===== config.mk =====
export PLATFORM = sky130hd
export DESIGN_NAME = spm_serial_ctrl
export DESIGN_NICKNAME = d
export VERILOG_FILES = /design/src/rtl/spm_pkg.sv /design/src/rtl/spm_sipo.sv /design/src/rtl/spm_serial_ctrl.sv
export SDC_FILE = /design/constraint.sdc
export NUM_CORES = 1
export LEC_CHECK = 0
export BUFFER_PORTS_ARGS = -buffer_cell sky130_fd_sc_hd__buf_4
export CAP_MARGIN = 10
export CORE_ASPECT_RATIO = 0.5
export CORE_MARGIN = 2
export CORE_UTILIZATION = 55
export DETAILED_ROUTE_END_ITERATION = 12
export PLACE_DENSITY = 0.93
export SYNTH_ARGS = -nofsm -noshare
export SYNTH_HDL_FRONTEND = slang
export SYNTH_SLANG_ARGS = --single-unit

===== constraint.sdc =====
create_clock -name clk -period 3.4 [get_ports clk]
set_clock_uncertainty 0.05 [all_clocks]
set_input_delay 0.51 -clock clk [delete_from_list [all_inputs] [get_ports clk]]
set_output_delay 0.51 -clock clk [all_outputs]
set_load 0.02 [all_outputs]

===== src/rtl/spm_pkg.sv =====
// Shared types and sizing for the spm bit-serial host controller.
// No datapath or flow control here; latency and backpressure belong to the users.
package spm_pkg;

  typedef enum logic [2:0] {
    IDLE  = 3'd0,
    CLR   = 3'd1,
    SHIFT = 3'd2,
    DRAIN = 3'd3,
    DONE  = 3'd4
  } spm_ctrl_state_e;

  localparam int SPM_N_DEFAULT = 32;

  function automatic int spm_cnt_w(input int n, input int p_lat);
    return $clog2(2 * n + p_lat);
  endfunction

endpackage


===== src/rtl/spm_sipo.sv =====
// Serial-in parallel-out capture register; one bit per enabled cycle, entering at the MSB.
// Latency 1 cycle per bit; no backpressure (the caller gates with en).
module spm_sipo #(
  parameter int W = 64
) (
  input  logic         clk,
  input  logic         rst_n,
  input  logic         clr,
  input  logic         en,
  input  logic         din,
  output logic [W-1:0] q
);

  logic [W-1:0] q_q;
  logic [W-1:0] q_d;

  always_comb begin
    q_d = q_q;
    if (clr) begin
      q_d = '0;
    end else if (en) begin
      q_d = {din, q_q[W-1:1]};
    end
  end

  always_ff @(posedge clk or negedge rst_n) begin
    if (!rst_n) begin
      q_q <= '0;
    end else begin
      q_q <= q_d;
    end
  end

  assign q = q_q;

endmodule


===== src/rtl/spm_serial_ctrl.sv =====
// Host end of the spm bit-serial link: drives x in parallel and y LSB-first, collects the product.
// Accept to out_valid is 2N+P_LAT+2 cycles; one op in flight, result held until out_ready.
module spm_serial_ctrl
  import spm_pkg::*;
#(
  parameter int N     = SPM_N_DEFAULT,
  parameter int P_LAT = 1
) (
  input  logic           clk,
  input  logic           rst,
  input  logic           in_valid,
  output logic           in_ready,
  input  logic [N-1:0]   in_x,
  input  logic [N-1:0]   in_y,
  input  logic           in_signed,
  output logic [N-1:0]   spm_x,
  output logic           spm_y,
  output logic           spm_rst,
  input  logic           spm_p,
  output logic           out_valid,
  input  logic           out_ready,
  output logic [2*N-1:0] out_p
);

  localparam int CW = spm_cnt_w(N, P_LAT);
  localparam logic [CW-1:0] SHIFT_LAST = CW'(2 * N - 1);
  localparam logic [CW-1:0] DRAIN_LAST = CW'(P_LAT);

  spm_ctrl_state_e state_q, state_d;
  logic [CW-1:0]   cnt_q, cnt_d;
  logic [N-1:0]    spm_x_q, spm_x_d;
  logic [N-1:0]    y_sh_q, y_sh_d;
  logic            sgn_q, sgn_d;
  logic            spm_y_q, spm_y_d;
  logic            spm_rst_q, spm_rst_d;
  // bit 0 marks a live y bit on spm_y; bit P_LAT marks its product bit on spm_p
  logic [P_LAT:0]  vld_q, vld_d;
  logic            cap_en;

  always_comb begin
    state_d = state_q;
    cnt_d   = cnt_q;
    spm_x_d = spm_x_q;
    y_sh_d  = y_sh_q;
    sgn_d   = sgn_q;
    case (state_q)
      IDLE: begin
        if (in_valid) begin
          spm_x_d = in_x;
          y_sh_d  = in_y;
          sgn_d   = in_signed;
          state_d = CLR;
        end
      end
      CLR: begin
        state_d = SHIFT;
        cnt_d   = '0;
      end
      SHIFT: begin
        // arithmetic right shift supplies the sign extension for the upper N bits
        y_sh_d = {sgn_q & y_sh_q[N-1], y_sh_q[N-1:1]};
        if (cnt_q == SHIFT_LAST) begin
          state_d = DRAIN;
          cnt_d   = '0;
        end else begin
          cnt_d = cnt_q + CW'(1);
        end
      end
      DRAIN: begin
        // one cycle beyond P_LAT covers the registered spm_y stage
        if (cnt_q == DRAIN_LAST) begin
          state_d = DONE;
        end else begin
          cnt_d = cnt_q + CW'(1);
        end
      end
      DONE: begin
        if (out_ready) begin
          state_d = IDLE;
        end
      end
      default: state_d = IDLE;
    endcase
  end

  always_comb begin
    spm_y_d   = (state_q == SHIFT) & y_sh_q[0];
    spm_rst_d = (state_q != CLR);
    vld_d     = '0;
    vld_d[0]  = (state_q == SHIFT);
    for (int i = 1; i <= P_LAT; i++) begin
      vld_d[i] = vld_q[i-1];
    end
  end

  always_ff @(posedge clk or negedge rst) begin
    if (!rst) begin
      state_q   <= IDLE;
      cnt_q     <= '0;
      spm_x_q   <= '0;
      y_sh_q    <= '0;
      sgn_q     <= 1'b0;
      spm_y_q   <= 1'b0;
      spm_rst_q <= 1'b0;
      vld_q     <= '0;
    end else begin
      state_q   <= state_d;
      cnt_q     <= cnt_d;
      spm_x_q   <= spm_x_d;
      y_sh_q    <= y_sh_d;
      sgn_q     <= sgn_d;
      spm_y_q   <= spm_y_d;
      spm_rst_q <= spm_rst_d;
      vld_q     <= vld_d;
    end
  end

  assign cap_en = vld_q[P_LAT];

  spm_sipo #(
    .W(2 * N)
  ) u_sipo (
    .clk  (clk),
    .rst_n(rst),
    .clr  (state_q == CLR),
    .en   (cap_en),
    .din  (spm_p),
    .q    (out_p)
  );

  assign in_ready  = (state_q == IDLE);
  assign out_valid = (state_q == DONE);
  assign spm_x     = spm_x_q;
  assign spm_y     = spm_y_q;
  assign spm_rst   = spm_rst_q;

endmodule


-- Word level (Yosys, flattened, before mapping)
Cells that the tools add are included.
- $add $sub $neg: 1
- eq/ne operators: 12
- multiplexer cells: 12
- bitwise operators: 2
- reductions and logical operators: 8
- operator list (cell ; count):
    $mux W64 ; 2
    $pmux W32 S2 ; 1
    $mux W32 ; 1
    $pmux W7 S3 ; 1
    $pmux W3 S5 ; 1
    $mux W7 ; 2
    $mux W3 ; 4
    $add A7 B1 Y7 const B ; 1
    $eq A7 B1 Y1 const B ; 1
    $eq A7 B6 Y1 const B ; 1
    $eq A3 B2 Y1 const B ; 2
    $ne A2 B2 Y1 const B ; 3
    $reduce_and A2 Y1 ; 3
    $ne A2 B1 Y1 const B ; 2
    $reduce_and A4 Y1 ; 1
    $reduce_bool A2 Y1 ; 2
    $eq A3 B1 Y1 const B ; 1
    $eq A3 B3 Y1 const B ; 1
    $logic_not A3 Y1 ; 1
    $ne A3 B1 Y1 const B ; 1
    $reduce_bool A3 Y1 ; 1
    $and A1 B1 Y1 ; 2
- output and inout bits: 100
- input port bits: 70
- bits in registers: 143

-- Longest topological paths before layout
- depth in word-level cells: 3
- mapped depth: 7

-- By module
Synthesis repeated with hierarchy kept, for this count alone.
- cell total of the unflattened synthesis: 482
- area, all modules: 5893.2 um^2
- modules (own cells, without submodules) (module ; times used ; seq. area each (um^2) ; area each (um^2) ; cells an instance):
    spm_serial_ctrl ; 1 ; 1976.9 ; 3281.9 ; 276
    spm_sipo ; 1 ; 1601.5 ; 2611.3 ; 206

-- Least setup slack after synthesis
Ideal clock, no wire load.
- path kind: reg-to-reg
- start: register state_q[0]
- end: register spm_x_q[19] (netlist: spm_x[19])
- clock period less this slack: 1.636 ns
- setup time: 0.127 ns
- required time: 3.223 ns
- slack: 1.764 ns
- arrival time: 1.458 ns
- stages on the path, launching flop included: 6
- buffers on the path: 3
- cell sequence: dfrtp_1 buf_2 nor4b_4 buf_4 buf_6 mux2_1
- longest elaborated chain between the ends: 2
- RTL lines (item ; RTL line ; source):
    from (decl) ; spm_serial_ctrl.sv:29 ; spm_ctrl_state_e state_q, state_d;
    from (signal assigned) ; spm_serial_ctrl.sv:107 ; state_q <= state_d;
    $logic_not A3 Y1 ; spm_serial_ctrl.sv:46 ; case (state_q)
    $reduce_and A2 Y1 (no source line) ; -- ;
    to (signal assigned) ; spm_serial_ctrl.sv:109 ; spm_x_q <= spm_x_d;
    to (decl) ; spm_serial_ctrl.sv:31 ; logic [N-1:0] spm_x_q, spm_x_d;
Every way passes these cells.
A chain may end at the register's enable or synchronous reset.

-- Final worst setup path
- start: register state_q[1]
- end: output port in_ready
- longest elaborated chain between the ends: 1
- RTL lines (item ; RTL line ; source):
    $logic_not A3 Y1 ; spm_serial_ctrl.sv:131 ; assign in_ready = (state_q == IDLE);
    to (decl) ; spm_serial_ctrl.sv:12 ; output logic in_ready,
Every way passes these cells.

==> impl_metrics.ini <==
[status]
status = complete, no violations

[clock_tree]
cts_root_buffer = clkbuf_16
cts.htree.levels = 4
cts_buffers = 17
cts_hold_buffers = 0
postCtsSetupBuffers = 0
cts.repair.resized = 0
clock_latency_ns = 0.41
clock_sinks = 143
clk_pin_slew_ns = 0.06
cts_tree = done
cts_buffer_depth = 2

[grt]
busiest_layer = met2
use_met3_pct = 5.12
grt_pass1_vias = 4299
antenna_found_initial = 0
grtUsageTotal_pct = 23.7
gr-usage-met2_pct = 40.5
grt_pass1_wl_um = 21500
grt.met1_usage_pct = 30.2
grt_overflow = 0
grt_start_max_net_pins = 85

[placement]
io_buffers = 169
dp.final_hpwl_um = 8410
pre_cts_slack_ns = 1.29
placed_cell_area_um2 = 7210
place_congestion = 0.799
place_inst = 774

[synthesis]
synth_fp_nets = 561
syn-cell-area_um2 = 5850
synthFlopType = dfrtp_1
ys_seq_area_share_pct = 61.2
synthArstFlopShare_pct = 100
synth_seq_cells = 143
synth_cells = 489
yosysUniqueCellTypes = 36
ys_warn_count = 0
synth_edf_count = 0
avgSynthCellArea_um2 = 12.0

[sta]
rsz0062_at_grt = false
post-route-period-util_pct = 58.6
worstMarginPinSlew_ns = 1.04
finalSetupViolations = 0
fin_ws_ns = 1.41
min_period_ns = 1.99
slew_headroom_pct = 30.5
slew_violations = 0
hold_viol = 0
timing.hold.ws_ns = 0.0982
setup_tns_ns = 0
max_freq_ghz = 0.502

[detailed_routing]
dr.pass1.iters = 5
via_per_inst = 5.27
drc_errors = 0
drtIter0Drc = 321
antenna_left = 0
num_vias = 4250
post_drt_wl_per_cell_um = 16.1
drt_wl_total_um = 13000

[min_path]
hold_class = input pin to async pin

[critical_path]
critPathMaxFanout = 12
crit_chain = nor3_1, buf_4
path_class = register to primary output
start_kind = register
cp.required_ns = 2.84
endpoint_kind = primary output
path_buf_inv = 1
critical_path_arrival_ns = 1.43
max_stage_delay_ns = 0.54
cpMaxStageDelayCell = dfrtp_1
critPathTopFamily = flip-flops

[floorplanning]
die_w_um = 150
start_util_pct = 56.9
die_area_um2 = 11500
rows = 26
core_um2 = 10300
io_pins = 170
die_h_um = 76.9

[finish]
multi_input_area_um2 = 2100
syn2layout_area_growth_pct = 34.2
fillCellCount = 672
diodes = 0
register_area_um2 = 3580
fin_area_um2 = 7850
stdcell_count = 806
final_nets = 726
drive_above_1_share_pct = 34.5

[power]
cellLeakagePower_nw = 4.14
peakVddDrop_mv = 0.645
power_density_nw_per_um2 = 916

[run]
drv_cap = 0
-- metal layers --
layer	share of wire (%)	up-vias
met5	0	-
met4	1.7	0
met3	3.2	16
met2	53	97
met1	42	2129
li1	-	2008
-- cells by family (layout without fill, tap and decap cells) --
group / count (synthesis) / after routing / synth area share, %
flip-flops: 143 / 143 / 61.2
adder cells (fa/ha/maj): 2 / 2 / 0.428
AO/OA/AOI/OAI: 52 / 52 / 6.50
buffers and inverters: 36 / 213 / 3.23
AND/OR/NAND/NOR: 159 / 159 / 11.4
multiplexers: 97 / 97 / 17.3
-- power by group --
group          leakage (nW)  internal, mW  switching, mW  total (mW)
sequential             1.86          2.24          0.549        2.79
combinational          1.98          1.14           1.30        2.44
clock                 0.303          1.25          0.709        1.96
-- cells in the final DEF (no fill, tap or decap), types with 2 or more instances in the layout --
cell        count
o21ai_0         7
and2_1          3
a21oi_1         2
clkbuf_16      17
ha_1            2
a22oi_1        32
bufinv_16       4
buf_4         173
inv_1           5
inv_6           3
nor2_1         69
dfrtp_1       142
nor2b_1         2
clkinv_2        3
mux2i_1        64
nand3_1         2
or3_1           2
clkinvlp_4      2
o31ai_1         3
nand2_1        69
o22ai_1         2
mux2_2         15
mux2_1         18
nand2b_1        3
-- final timing paths --
check	startpoint	to	slack, ns	cells after the start
min reg2reg	vld_q[0]	vld_q[1]	0.30	0
max	state_q[1]	in_ready	1.41	2
min	rst	spm_x[12]	0.1	1
min in group clk	out_ready	state_q[2]	0.25	2
max in group asynchronous	rst	u_sipo.q[38]	2.42	2
max reg2reg	state_q[0]	spm_x[0]	1.48	3
-- cell usage after synthesis (all sizes together) (2+ instances only) --
library cell	instances	area, um2
o22ai	2	12.5
nand2b	3	18.8
a21oi	2	10.0
nand3	2	10.0
o31ai	3	22.5
mux2	33	372
inv	6	22.5
nor2b	2	12.5
o21ai	7	35.0
ha	2	25.0
or3	2	12.5
nor2	71	267
a22oi	32	240
and2	3	18.8
buf	29	163
dfrtp	143	3580
nand2	69	259
mux2i	64	641
-- worst reg2reg max path, cell delays in order (launching register included) --
cell and delay [ns]:
dfrtp_1 0.53, nor4b_4 0.39, buf_4 0.43, mux2_1 0.40
-- sequential cells by signal, summed over array words and instances, names as in the netlist --
signal / count
spm_y: 1
sgn_q: 1
spm_rst: 1
spm_x: 32
vld_q: 2
cnt_q: 7
u_sipo.q: 64
state_q: 3
y_sh_q: 32
-- layout make-up --
class	count	share of cell area, %
clock buffers	18	5.60
clock inverters	13	2.36
inverters	6	0.287
multi-input cells	310	26.7
flip-flops and latches	143	45.6
well taps	140	2.23
repair buffers	176	17.1
-- through the flow --
step / utilization [%] / total power [mW]
finish: 76.4 / 7.19
global route: 76.4 / 7.60
CTS: 76.2 / 7.21
detailed placement: 70.1 / 5.22
global placement: 70.1 / 5.10
floorplan: - / 4.30
Power figures use the tool's default switching activity.
